$ cat config.mk
export PLATFORM = sky130hd
export DESIGN_NAME = hazard_ctrl
export DESIGN_NICKNAME = d
export VERILOG_FILES = /design/src/rtl/rv_pkg.sv /design/src/rtl/reg_scoreboard.sv /design/src/rtl/hazard_ctrl.sv
export SDC_FILE = /design/constraint.sdc
export NUM_CORES = 1
export LEC_CHECK = 0
export BUFFER_PORTS_ARGS = -buffer_cell sky130_fd_sc_hd__buf_2
export CORE_MARGIN = 2
export CORE_UTILIZATION = 45
export DETAILED_ROUTE_END_ITERATION = 10
export HOLD_SLACK_MARGIN = 0.05
export PLACE_DENSITY = 0.66
export SLEW_MARGIN = 20
export SYNTH_ARGS = -nofsm -noshare
export SYNTH_HDL_FRONTEND = slang
export SYNTH_HIERARCHICAL = 1
export SYNTH_SLANG_ARGS = --single-unit
$ cat constraint.sdc
create_clock -name clk -period 7.4 [get_ports clk]
set_input_delay 1.85 -clock clk [delete_from_list [all_inputs] [get_ports clk]]
set_output_delay 1.85 -clock clk [all_outputs]
set_load 0.005 [all_outputs]
$ cat src/rtl/rv_pkg.sv
// Shared RV32I definitions for the pipeline control blocks: opcodes,
// instruction field positions and the interlock FSM state encoding.
package rv_pkg;

    localparam logic [6:0] OP_LOAD   = 7'b0000011;
    localparam logic [6:0] OP_STORE  = 7'b0100011;
    localparam logic [6:0] OP_LUI    = 7'b0110111;
    localparam logic [6:0] OP_AUIPC  = 7'b0010111;
    localparam logic [6:0] OP_R      = 7'b0110011;
    localparam logic [6:0] OP_I      = 7'b0010011;
    localparam logic [6:0] OP_BRANCH = 7'b1100011;
    localparam logic [6:0] OP_JAL    = 7'b1101111;
    localparam logic [6:0] OP_JALR   = 7'b1100111;

    // Low bit positions of the 5-bit register fields
    localparam int REG_W   = 5;
    localparam int RD_LSB  = 7;
    localparam int RS1_LSB = 15;
    localparam int RS2_LSB = 20;

    typedef enum logic {
        RUN   = 1'b0,
        FLUSH = 1'b1
    } state_t;

endpackage

$ cat src/rtl/reg_scoreboard.sv
// Per-register in-flight write counters. Each of x1..x31 has a saturating
// up/down counter; x0 is permanently zero. Lookup outputs report whether a
// source register has a write pending and whether a destination is full.
module reg_scoreboard
    import rv_pkg::*;
#(
    parameter int CNT_W = 2
) (
    input  logic             clk,
    input  logic             rst,
    input  logic             i_incEn,
    input  logic [REG_W-1:0] i_incAddr,
    input  logic             i_decEn,
    input  logic [REG_W-1:0] i_decAddr,
    input  logic [REG_W-1:0] i_rs1Addr,
    input  logic [REG_W-1:0] i_rs2Addr,
    input  logic [REG_W-1:0] i_rdAddr,
    output logic             o_rs1Busy,
    output logic             o_rs2Busy,
    output logic             o_rdFull,
    output logic [1:0]       o_busyCnt
);

    localparam logic [CNT_W-1:0] CNT_MAX = '1;

    logic [CNT_W-1:0] r_cnt     [32];
    logic [CNT_W-1:0] w_cntNext [32];
    logic [31:0]      w_inc;
    logic [31:0]      w_dec;
    logic [5:0]       w_nonZero;

    // Select which counters see an increment (issue) or decrement (writeback);
    // a writeback to an idle register is dropped so counts never underflow
    always_comb begin
        w_inc = '0;
        w_dec = '0;
        for (int i = 1; i < 32; i++) begin
            w_inc[i] = i_incEn && (i_incAddr == REG_W'(i));
            w_dec[i] = i_decEn && (i_decAddr == REG_W'(i)) && (r_cnt[i] != '0);
        end
    end

    // Next count: simultaneous issue and writeback cancel out
    always_comb begin
        for (int i = 0; i < 32; i++) begin
            w_cntNext[i] = r_cnt[i];
        end
        w_cntNext[0] = '0;
        for (int i = 1; i < 32; i++) begin
            if (w_inc[i] && !w_dec[i] && (r_cnt[i] != CNT_MAX)) begin
                w_cntNext[i] = r_cnt[i] + CNT_W'(1);
            end else if (w_dec[i] && !w_inc[i]) begin
                w_cntNext[i] = r_cnt[i] - CNT_W'(1);
            end
        end
    end

    // Counter storage with synchronous clear
    always_ff @(posedge clk) begin
        for (int i = 0; i < 32; i++) begin
            if (rst) begin
                r_cnt[i] <= '0;
            end else begin
                r_cnt[i] <= w_cntNext[i];
            end
        end
    end

    // Count registers with writes outstanding for the debug output
    always_comb begin
        w_nonZero = '0;
        for (int i = 1; i < 32; i++) begin
            w_nonZero = w_nonZero + {5'd0, (r_cnt[i] != '0)};
        end
    end

    assign o_rs1Busy = (r_cnt[i_rs1Addr] != '0);
    assign o_rs2Busy = (r_cnt[i_rs2Addr] != '0);
    assign o_rdFull  = (r_cnt[i_rdAddr] == CNT_MAX);
    assign o_busyCnt = (w_nonZero >= 6'd3) ? 2'd3 : w_nonZero[1:0];

endmodule

$ cat src/rtl/hazard_ctrl.sv
// Interlock and flush controller between fetch and decode: stalls fetch on
// read-after-write hazards against in-flight writes and kills wrong-path
// slots for a fixed number of cycles after an execute-stage redirect.
module hazard_ctrl
    import rv_pkg::*;
#(
    parameter int FLUSH_CYCLES = 2,
    parameter int CNT_W        = 2
) (
    input  logic        clk,
    input  logic        rst,
    input  logic        if_valid,
    input  logic [31:0] if_instr,
    input  logic        wb_en,
    input  logic [4:0]  wb_addr,
    input  logic        exe_redirect,
    output logic        hold_id,
    output logic        stall_if,
    output logic        kill_if,
    output logic        issue,
    output logic [1:0]  busy_cnt
);

    localparam int FLUSH_W = $clog2(FLUSH_CYCLES + 1);

    state_t             r_state;
    state_t             w_nextState;
    logic [FLUSH_W-1:0] r_flushCnt;
    logic [FLUSH_W-1:0] w_nextFlushCnt;

    logic [6:0]       w_opcode;
    logic [REG_W-1:0] w_rd;
    logic [REG_W-1:0] w_rs1;
    logic [REG_W-1:0] w_rs2;
    logic             w_writesRd;
    logic             w_writesRdNz;
    logic             w_usesRs1;
    logic             w_usesRs2;
    logic             w_rs1Busy;
    logic             w_rs2Busy;
    logic             w_rdFull;
    logic             w_hazard;
    logic             w_issue;
    logic [1:0]       w_busyCnt;
    logic             w_unused;

    assign w_opcode = if_instr[6:0];
    assign w_rd     = if_instr[RD_LSB  +: REG_W];
    assign w_rs1    = if_instr[RS1_LSB +: REG_W];
    assign w_rs2    = if_instr[RS2_LSB +: REG_W];

    // funct3/funct7 never influence register usage, so they are dropped here
    assign w_unused = ^{if_instr[31:25], if_instr[14:12]};

    // Classify the fetched instruction's register reads and write; unknown
    // opcodes touch no registers and flow through as a NOP
    always_comb begin
        w_writesRd = 1'b0;
        w_usesRs1  = 1'b0;
        w_usesRs2  = 1'b0;
        case (w_opcode)
            OP_LOAD:   begin w_writesRd = 1'b1; w_usesRs1 = 1'b1; end
            OP_STORE:  begin w_usesRs1  = 1'b1; w_usesRs2 = 1'b1; end
            OP_LUI:    begin w_writesRd = 1'b1; end
            OP_AUIPC:  begin w_writesRd = 1'b1; end
            OP_R:      begin w_writesRd = 1'b1; w_usesRs1 = 1'b1; w_usesRs2 = 1'b1; end
            OP_I:      begin w_writesRd = 1'b1; w_usesRs1 = 1'b1; end
            OP_BRANCH: begin w_usesRs1  = 1'b1; w_usesRs2 = 1'b1; end
            OP_JAL:    begin w_writesRd = 1'b1; end
            OP_JALR:   begin w_writesRd = 1'b1; w_usesRs1 = 1'b1; end
            default:   begin w_writesRd = 1'b0; end
        endcase
    end

    assign w_writesRdNz = w_writesRd && (w_rd != '0);

    reg_scoreboard #(
        .CNT_W (CNT_W)
    ) u_scoreboard (
        .clk       (clk),
        .rst       (rst),
        .i_incEn   (w_issue && w_writesRdNz),
        .i_incAddr (w_rd),
        .i_decEn   (wb_en),
        .i_decAddr (wb_addr),
        .i_rs1Addr (w_rs1),
        .i_rs2Addr (w_rs2),
        .i_rdAddr  (w_rd),
        .o_rs1Busy (w_rs1Busy),
        .o_rs2Busy (w_rs2Busy),
        .o_rdFull  (w_rdFull),
        .o_busyCnt (w_busyCnt)
    );

    // Hazard only looks at registered counts; a same-cycle writeback still stalls
    assign w_hazard = if_valid &&
                      ((w_usesRs1 && (w_rs1 != '0) && w_rs1Busy) ||
                       (w_usesRs2 && (w_rs2 != '0) && w_rs2Busy) ||
                       (w_writesRdNz && w_rdFull));

    // FSM state and flush countdown register
    always_ff @(posedge clk) begin
        if (rst) begin
            r_state    <= RUN;
            r_flushCnt <= '0;
        end else begin
            r_state    <= w_nextState;
            r_flushCnt <= w_nextFlushCnt;
        end
    end

    // A redirect (re)arms the flush window from any state; the window ends
    // once the countdown has reached its last slot
    always_comb begin
        w_nextState    = r_state;
        w_nextFlushCnt = r_flushCnt;
        if (exe_redirect) begin
            w_nextState    = FLUSH;
            w_nextFlushCnt = FLUSH_W'(FLUSH_CYCLES);
        end else if (r_state == FLUSH) begin
            if (r_flushCnt <= FLUSH_W'(1)) begin
                w_nextState    = RUN;
                w_nextFlushCnt = '0;
            end else begin
                w_nextFlushCnt = r_flushCnt - FLUSH_W'(1);
            end
        end
    end

    // Drive decode/fetch controls; reset and redirect override the hazard stall
    always_comb begin
        w_issue  = 1'b0;
        hold_id  = 1'b1;
        stall_if = 1'b0;
        kill_if  = 1'b0;
        if (rst) begin
            hold_id = 1'b1;
        end else if (exe_redirect) begin
            kill_if = 1'b1;
        end else begin
            case (r_state)
                RUN: begin
                    w_issue  = if_valid && !w_hazard;
                    hold_id  = !w_issue;
                    stall_if = w_hazard;
                end
                FLUSH: begin
                    kill_if = 1'b1;
                end
                default: begin
                    hold_id = 1'b1;
                end
            endcase
        end
    end

    assign issue    = w_issue;
    assign busy_cnt = rst ? 2'd0 : w_busyCnt;

endmodule

* Yosys cells after proc, flatten, opt, wreduce, memory -nomap -nowiden
Memory sizes are Yosys's and may differ from the RTL's.
Index checks and enable logic that the tools add are counted.
** Cells by class
- Order comparisons :: 2
- Mux-type cells :: 120
- Eq/ne operators :: 103
- Add/subtract/negate cells :: 93
- Bitwise gates (word level) :: 32
- Reduce and logical (&&, ||, !) cells :: 302
** Operator list (count)
- $mux 2 :: 99
- $logic_and 1x1->1 :: 195
- $add 6x1->6 :: 29
- $eq 5x5->1 const B :: 32
- $eq 5x4->1 const B :: 16
- $reduce_bool 2->1 :: 34
- $logic_not 1->1 :: 64
- $sub 2x1->2 const B :: 32
- $add 2x1->2 const B :: 31
- $ne 2x2->1 const B :: 31
- $eq 5x3->1 const B :: 8
- $or 1x1->1 :: 32
- $eq 7x6->1 const B :: 3
- $eq 7x7->1 const B :: 3
- $mux 1 :: 21
- $eq 5x2->1 const B :: 4
- $reduce_bool 5->1 :: 3
- $eq 7x5->1 const B :: 2
- $eq 5x1->1 const B :: 2
- $eq 7x2->1 const B :: 1
- $reduce_or 7->1 :: 1
- $ge 6x2->1 const B :: 1
- $reduce_or 6->1 :: 1
- $reduce_or 3->1 :: 1
- other kinds (5) :: 6
** Storage, ports and cells
- Flip-flop bits (word level) :: 3
- Logic and storage cells :: 656
- Bits of input ports :: 42
- RAM bits :: 64
- Memories kept :: 1
** Memories
- u_scoreboard.r_cnt :: depth 32, width 2, rd ports 34, clocked after Yosys merged registers in 0, write ports 32, RTL line reg_scoreboard.sv:26 : logic [CNT_W-1:0] r_cnt [32];

* Depth between registers and ports, before layout
Gate-level depths: netlist (run 1).
An unclocked memory read counts as a cell.
- Depth after elaboration :: 35
- Mapped depth :: 19
- Gate-level depth less buffers :: 19

* Modules after synthesis
The synthesis (run 1) kept the hierarchy.
** By module, submodules not included
- reg_scoreboard :: cells an instance 760, times used 1, seq. area each 1241.2 um2, area each 5652.9 um2
- hazard_ctrl :: cells an instance 41, times used 1, seq. area each 60.1 um2, area each 282.8 um2

* Worst setup path before layout (run 1)
OpenSTA, ideal clock, no wires.
- Kind :: register -> output
- Start :: memory u_scoreboard.r_cnt[1][0]
- End :: output port busy_cnt[0]
- Stages on the path, launching flop included :: 16
- Slack :: 0.420 ns
- Arrival time :: 5.130 ns
- Path buffers :: 0
- Required time :: 5.550 ns
- Path through :: dfxtp_1 > or2_2 > fa_1 > inv_1 > fa_1 > fa_1 > fa_1 > fa_1 > fa_1 > fa_1 > fa_1 > nor3_1 > mux2i_1 > nor2_1 > nand2_1 > nor2b_1
** RTL lines
- start, declared :: RTL line reg_scoreboard.sv:26
- end, declared :: RTL line hazard_ctrl.sv:21 : output logic [1:0] busy_cnt

==> results of run 1 <==
==> sequential cells by signal, summed over array words and instances (netlist names) <==
register,count
r_state,1
r_flushCnt,2
u_scoreboard/r_cnt,62
==> layout make-up <==
| type | count | area, µm² | area share, % |
|---|---|---|---|
| inverter | 32 | 120 | 1.83 |
| timing repair buffer | 47 | 260 | 3.96 |
| multi-input combinational | 655 | 4340 | 66.1 |
| clock buffer | 12 | 246 | 3.76 |
| tap | 172 | 215 | 3.28 |
| clock inverter | 4 | 76.3 | 1.16 |
| sequential | 65 | 1310 | 20.0 |
==> critical path, stage by stage (launching register included) <==
cell and delay (ps):
dfxtp_1 310, or2_4 260, fa_1 560, inv_2 50, fa_1 500, fa_1 570, fa_1 440, fa_1 540
fa_1 430, fa_2 370, fa_2 360, nor3_2 180, mux2i_1 90, nor2_1 140, nand2_1 80, nor2b_1 120
buf_2 150
==> kinds of logic (layout without fill, tap and decap cells) <==
family,Yosys count,after routing
compound gates,222,222
mux,33,33
fa+ha+maj,30,30
xor+xnor,18,18
buf+inv,81,95
simple gates,352,352
flops,65,65
==> power groups by stage <==
stage	sequential, mW	clock, mW	combinational [mW]
3_5_place_dp	0.359	0	0.0937
4_1_cts	0.352	0.481	0.0940
5_1_grt	0.351	0.498	0.103
6_report	0.351	0.473	0.0955
2_1_floorplan	0.359	0	0.0604
3_3_place_gp	0.359	0	0.0918
==> worst min-delay path by stage <==
| stage | startpoint | endpoint | cells after the start |
|---|---|---|---|
| after detailed placement | u_scoreboard/r_cnt[2][1]$_SDFFE_PP0P_ | u_scoreboard/r_cnt[2][1]$_SDFFE_PP0P_ | 2 |
| after floorplan | r_flushCnt[1]$_SDFFE_PP0N_ | r_flushCnt[1]$_SDFFE_PP0N_ | 2 |
| final | u_scoreboard/r_cnt[2][0]$_SDFFE_PP0P_ | u_scoreboard/r_cnt[2][1]$_SDFFE_PP0P_ | 2 |
| after global routing | r_flushCnt[1]$_SDFFE_PP0N_ | r_flushCnt[1]$_SDFFE_PP0N_ | 2 |
| after CTS | u_scoreboard/r_cnt[10][1]$_SDFFE_PP0P_ | u_scoreboard/r_cnt[10][1]$_SDFFE_PP0P_ | 2 |
| after global placement | u_scoreboard/r_cnt[4][1]$_SDFFE_PP0P_ | u_scoreboard/r_cnt[4][1]$_SDFFE_PP0P_ | 2 |
==> placed cells by master (no fill, tap or decap), types with 15 or more instances in the layout <==
cell / count
a21oi_1: 65
a31oi_1: 23
buf_2: 37
dfxtp_1: 60
fa_1: 21
inv_1: 30
mux2_2: 16
nand2_1: 114
nand2b_1: 20
nand3_1: 47
nor2_1: 72
nor3_1: 37
o21ai_0: 75
xnor2_1: 15
==> what timing repair did <==
action	CTS	global route
endpoints found under the setup margin	2	2
buffers inserted	0	2
gates resized for setup	5	15
hold buffers	0	0
gates cloned	0	0
pin swaps	5	6
==> through the flow <==
step | setup TNS [ps] | std cells | worst slack [ps] | hold WS, ps
floorplan | 0 | 801 | 420 | 474
global placement | 0 | 969 | 119 | 494
detailed placement | 0 | 969 | 65.4 | 502
CTS | 0 | 985 | 9.04 | 512
global route | -354 | 987 | -179 | 539
finish | 0 | 987 | 47.4 | 509
==> per-layer routing <==
metal / wire, µm / part of all wire, %
met1: 7540 / 43
met2: 8420 / 48
met3: 1290 / 7.3
met4: 383 / 2.2
met5: 0 / 0
==> metrics.md, run 1 <==
| Metric | Value |
|---|---|
| Status | `complete, no violations` |
| Leading cell types by count after synthesis | `nand2_1 (114), nor2_1 (78), o21ai_0 (76)` |
| Initial DRC count | `653` |
| Root Driver | `clkbuf_16` |
| Util after Layout | `about half` |
| Synth Net Count | `873` |
| Largest family of logic cells by synthesized area | `simple AND/OR/NAND/NOR gates` |
| Simple-gate area share of the yosys netlist | `between 20 and 30%` |
| Final count of hold timing violations | `0` |
| Total iterations of the first detailed-routing run | `7` |
| Total global-route track usage | `approximately a quarter` |
| Post-synth top area share | `between 20% and 30%` |
| ANT cells | `0` |
| Layout filler cell count | `1220` |
| Routed vias/inst | `6.20` |
| Final setup vio count | `0` |
| Mapped Area | `5940 µm²` |
| Met1 Resource Use GR | `32.1%` |
| CP endpoint kind | `output port` |
| Top_reg_cell synth | `dfxtp_1` |
| Least-Margin Pin Slew | `998 ps` |
| Seq/Total Area, Yosys | `between 20% and 30%` |
| Synth unique cells | `60` |
| Cell with the most instances after synthesis | `nand2_1` |
| Nets | `between 800 and 900` |
| Peak VDD IR | `roughly 0.00012 V` |
| Vias in the first global route | `about 5700` |
| Longest Clk Path Bufs | `2` |
| Achievable Freq | `~140 MHz` |
| R2R Path End | `u_scoreboard/r_cnt[13][0]$_SDFFE_PP0P_` |
| Total Wirelength | `17600 µm` |
| Port Buffers | `37` |
| CTS tree | `yes` |
| Sequential Power Share | `a little under two fifths` |
| Area post-placement | `slightly above 6000 µm²` |
| Most Used Layer, Global Route | `met2` |
| Crit Reg-Reg Startpoint | `u_scoreboard/r_cnt[10][0]$_SDFFE_PP0P_` |
| Sw Share | `between 20% and 30%` |
| Post-synthesis mux area share | `about 7.6%` |
| ANT nets after route | `0` |
| Post-layout minimum cycle time | `7350 ps` |
| Worst setup SP type | `register` |
| Clock transition at the registers of the reported paths | `approximately 60 ps` |
| P_int | `approximately 0.7 mW` |
| Min-delay worst type | `register to register` |
| Height of the die | `119 µm` |
| First-pass GRT wire length | `about 28000 µm` |
| CP endpoint | `busy_cnt[0]` |
| Clk Latency, worst-skew pair | `350 ps` |
| RSZ-0062 raised after global routing | `true` |
| Worst-path maximum fanout | `2` |
| Max Cap Violations | `0` |
| DR WL/cell | `17.9 µm` |
| Synth Area in Adders | `a little under a tenth` |
| Skew final | `~8.7 ps` |
| Grt total ovfl | `0` |
| Initial Util | `46.5%` |
| Post-synth top area cell | `dfxtp_1` |
| Max-slew headroom | `around a third` |
| NetSw | `0.235 mW` |
| Die area | `14100 µm²` |
| Reg2Reg Setup Slack | `between 3000 and 4000 ps` |
| Comb pwr share | `about a tenth` |
| Design area | `between 6000 and 7000 µm²` |
| Largest net degree at the start of global routing | `approximately 70` |
| Clock power share | `between 50 and 60%` |
| Post-Syn Instances | `~800` |
| Share of cells above drive strength 1 | `between 10% and 20%` |
| Max H-tree Level | `3` |
| Synthesis Warnings | `6` |
| GPL Wtd Cong | `just under 0.9` |
| P_leak | `~2.4 nW` |
| Post-synthesis area per instance | `~7.4 µm²` |
| Xor and xnor fraction of the mapped netlist area | `around 2.7%` |
| DR DRC count | `0` |
| Ports | `between 40 and 50` |
| Die W | `119 µm` |
| Initial antenna violation count | `0` |
| Synth-to-Final Area Change | `10.6%` |
| Grt met3 use | `roughly 5.7%` |
| CP startpoint | `u_scoreboard/r_cnt[1][1]$_SDFFE_PP0P_` |
| FF-to-FF path depth | `15` |
| Area contributors post-synth | `dfxtp_1 (22%), fa_1 (7.8%), nand2_1 (7.2%), o21ai_0 (6.4%), a21oi_1 (5.5%)` |
| Cts bufs inserted | `9` |
| Post-route clock period utilization | `99.4%` |
| Cell Pwr Density | `140 nW/µm²` |
| Met2 Usage GRT | `41.7%` |
| Number of synthesized flops with an enable pin | `0` |
| Compound-Gate Fraction of Synth Area | `between 20% and 30%` |
| Final count of pins violating max slew | `0` |
| # rows | `41` |
| Worst Path Arrival | `around 5500 ps` |
| Post-synthesis async set-or-reset flop share | `0%` |
| Tot Pwr | `roughly 0.92 mW` |
| Critical path class | `register to output port` |
| Clk sink count | `65` |
| Total core area | `approximately 13000 µm²` |
| DP HPWL | `12500 µm` |
| Via count | `6123` |
| WP data required | `around 5600 ps` |
| Register bit total from synthesis | `65` |
Note: power is estimated with default switching activity, not from simulation.
==> run 2, diff against run 1 <==
--- a/config.mk
+++ b/config.mk
@@ -8,9 +8,11 @@
 export BUFFER_PORTS_ARGS = -buffer_cell sky130_fd_sc_hd__buf_2
 export CORE_MARGIN = 2
 export CORE_UTILIZATION = 45
+export CTS_CLUSTER_SIZE = 14
 export DETAILED_ROUTE_END_ITERATION = 10
 export HOLD_SLACK_MARGIN = 0.05
 export PLACE_DENSITY = 0.66
+export REMOVE_ABC_BUFFERS = 1
 export SLEW_MARGIN = 20
 export SYNTH_ARGS = -nofsm -noshare
 export SYNTH_HDL_FRONTEND = slang
==> metrics.md, run 2 (same netlist as run 1, synthesis figures left out) <==
| Metric | Value |
|---|---|
| Final count of hold timing violations | `0 (unchanged)` |
| Util after Layout | `51.5% (was 51.4%)` |
| ANT cells | `0 (unchanged)` |
| Final std cells w/o fill | `987 (unchanged)` |
| Via count | `6085 (was 6123)` |
| Critical path class | `register to output port (unchanged)` |
| Largest register FFs | `62 (unchanged)` |
| Max H-tree Level | `3 (unchanged)` |
| Ports | `48 (unchanged)` |
| Least-Margin Pin Slew | `971 ps (was 998 ps)` |
| Total core area | `12800 µm² (unchanged)` |
| Top Layer Used | `met4 (unchanged)` |
| Reg2Reg Setup Slack | `3390 ps (was 3400 ps)` |
| RSZ-0062 raised after global routing | `true (unchanged)` |
| P_leak | `2.44 nW (was 2.43 nW)` |
| Initial DRC count | `470 (was 653)` |
| Initial antenna violation count | `0 (unchanged)` |
| WP data required | `5550 ps (about the same)` |
| Max-slew headroom | `35.1% (was 33.3%)` |
| Port Buffers | `37 (unchanged)` |
| Grt total ovfl | `0 (unchanged)` |
| Worst-path maximum fanout | `4 (was 2)` |
| First-pass GRT wire length | `28400 µm (unchanged)` |
| Final count of pins violating max slew | `0 (unchanged)` |
| Status | `complete, no violations (unchanged)` |
| Total global-route track usage | `25.2% (was 25.3%)` |
| CP Cell Sequence | `nor2_2 -> fa_1 -> fa_1 -> fa_1 -> fa_1 -> fa_1 -> fa_1 -> fa_2 -> fa_2 -> nor3_2 -> mux2i_1 -> nor2_1 -> nand2_1 -> nor2b_1 -> buf_2 (was or2_4 -> fa_1 -> inv_2 -> fa_1 -> fa_1 -> fa_1 -> fa_1 -> fa_1 -> fa_2 -> fa_2 -> nor3_2 -> mux2i_1 -> nor2_1 -> nand2_1 -> nor2b_1 -> buf_2)` |
| Total iterations of the first detailed-routing run | `7 (unchanged)` |
| Clock transition at the registers of the reported paths | `60 ps (about the same)` |
| # rows | `41 (unchanged)` |
| Detail Route met2 WL | `8660 µm (was 8420 µm)` |
| Skew final | `10.9 ps (was 8.74 ps)` |
| Slowest stage delay, CP | `580 ps (was 570 ps)` |
| Met1 WL | `7130 µm (was 7540 µm)` |
| GPL Wtd Cong | `0.865 (was 0.882)` |
| Worst Path Arrival | `5450 ps (was 5500 ps)` |
| R2R Path End | `u_scoreboard/r_cnt[13][0]$_SDFFE_PP0P_ (unchanged)` |
| Vias in the first global route | `5834 (was 5741)` |
| Longest Clk Path Bufs | `2 (unchanged)` |
| CP endpoint | `busy_cnt[0] (unchanged)` |
| Worst path depth | `15 (was 16)` |
| Max Cap Violations | `0 (unchanged)` |
| DR WL/cell | `17.7 µm (was 17.9 µm)` |
| Height of the die | `119 µm (unchanged)` |
| Largest registers | `u_scoreboard/r_cnt x62, r_flushCnt x2, r_state x1 (unchanged)` |
| CTS tree | `yes (unchanged)` |
| Peak VDD IR | `0.000111 V (was 0.000119 V)` |
| DR DRC count | `0 (unchanged)` |
| Routed vias/inst | `6.17 (was 6.20)` |
| CP startpoint | `u_scoreboard/r_cnt[18][0]$_SDFFE_PP0P_ (was u_scoreboard/r_cnt[1][1]$_SDFFE_PP0P_)` |
| Root Driver | `clkbuf_16 (unchanged)` |
| Nets | `884 (was 882)` |
| DP HPWL | `12700 µm (was 12500 µm)` |
| Die area | `14100 µm² (unchanged)` |
| Total Wirelength | `17500 µm (was 17600 µm)` |
| Post-layout minimum cycle time | `7300 ps (was 7350 ps)` |
| Crit Reg-Reg Startpoint | `u_scoreboard/r_cnt[31][0]$_SDFFE_PP0P_ (was u_scoreboard/r_cnt[10][0]$_SDFFE_PP0P_)` |
| Die W | `119 µm (unchanged)` |
| Dpl cells | `970 (was 969)` |
| Critical-path top delay cell | `fa_1 (unchanged)` |
| Achievable Freq | `137 MHz (was 136 MHz)` |
| Met3 routed WL | `1070 µm (was 1290 µm)` |
| Worst setup SP type | `register (unchanged)` |
| Largest net degree at the start of global routing | `71 (unchanged)` |
| Biggest register | `u_scoreboard/r_cnt (unchanged)` |
| ANT nets after route | `0 (unchanged)` |
| Final setup vio count | `0 (unchanged)` |
| Post-route clock period utilization | `98.6% (was 99.4%)` |
| FF-to-FF path depth | `15 (unchanged)` |
| Clk Latency, worst-skew pair | `350 ps (about the same)` |
| Cts bufs inserted | `9 (unchanged)` |
| Fin Hold WS | `488 ps (was 509 ps)` |
| Share of cells above drive strength 1 | `15.1% (was 14.6%)` |
| Synth-to-Final Area Change | `10.8% (was 10.6%)` |
| Initial Util | `46.5% (unchanged)` |
| Top Family by Delay on Critical Path | `adder cells (unchanged)` |
| Tot Pwr | `0.896 mW (was 0.920 mW)` |
| Setup TNS | `0 ps (unchanged)` |
| CP endpoint kind | `output port (unchanged)` |
| Clk sink count | `65 (unchanged)` |
| Most used cell along the critical path | `fa_1 (unchanged)` |
| Buf+Inv Stages, Crit Path | `1 (was 2)` |
| Cell Pwr Density | `136 nW/µm² (was 140 nW/µm²)` |
| Most common cell after layout, fill and taps aside | `nand2_1 (unchanged)` |
| Min-delay worst type | `register to register (unchanged)` |
| Hold Path Depth | `2 (unchanged)` |
| Commonest cells after routing, fill and taps aside | `nand2_1 (114), o21ai_0 (75), nor2_1 (71), a21oi_1 (65), dfxtp_1 (60) (was nand2_1 (114), o21ai_0 (75), nor2_1 (72), a21oi_1 (65), dfxtp_1 (60))` |
run 2: cell type report:
class	instances	area, µm²
Fill cell	1246	6200
Multi-Input combinational cell	655	4350
Sequential cell	65	1310
Timing Repair Buffer	49	275
Clock buffer	12	267
Tap cell	172	215
Inverter	32	120
Clock inverter	2	37.5
run 2: worst min-delay path by stage:
stage | start | endpoint | slack, ps
after floorplan | u_scoreboard/r_cnt[2][1]$_SDFFE_PP0P_ | u_scoreboard/r_cnt[2][1]$_SDFFE_PP0P_ | 470
after global placement | u_scoreboard/r_cnt[10][1]$_SDFFE_PP0P_ | u_scoreboard/r_cnt[10][1]$_SDFFE_PP0P_ | 490
after detailed placement | u_scoreboard/r_cnt[6][1]$_SDFFE_PP0P_ | u_scoreboard/r_cnt[6][1]$_SDFFE_PP0P_ | 500
after global routing | u_scoreboard/r_cnt[2][1]$_SDFFE_PP0P_ | u_scoreboard/r_cnt[2][1]$_SDFFE_PP0P_ | 520
final | u_scoreboard/r_cnt[2][1]$_SDFFE_PP0P_ | u_scoreboard/r_cnt[2][1]$_SDFFE_PP0P_ | 490
after CTS | u_scoreboard/r_cnt[6][1]$_SDFFE_PP0P_ | u_scoreboard/r_cnt[6][1]$_SDFFE_PP0P_ | 510
run 2: per-layer routing:
layer  vias up  global-route usage (%)
met5         -                       0
met4         0                    11.3
met3        50                    4.84
met2       214                    44.4
met1      2901                    29.7
li1       2920                       -
run 2: per-stage QoR:
step           cell area (µm²)  worst slack [ps]
2_1_floorplan             5720               420
3_3_place_gp              6190               127
3_5_place_dp              6190              35.6
4_1_cts                   6530              34.5
5_1_grt                   6580             -32.7
6_report                  6580               103
run 2: worst min-delay path, delay by kind of cell, from the launching register on:
| family | cells | cell delay [ps] |
|---|---|---|
| DFF | 1 | 340 |
| AOI/OAI and AO/OA | 1 | 50 |
| and+or+nand+nor | 1 | 60 |
run 2: report_power, final:
part / switching (mW) / internal, mW / total [mW] / leakage (nW)
clock: 0.164 / 0.285 / 0.449 / 0.147
combinational: 0.0653 / 0.0302 / 0.0955 / 1.77
sequential: 0.000858 / 0.351 / 0.352 / 0.526
run 2: repair_timing:
item,CTS,global route
endpoints found under the hold margin,0,0
resized for setup,10,14
buffers inserted,1,2
hold buffers,0,0
endpoints found under the setup margin,2,2
pin swaps,8,4
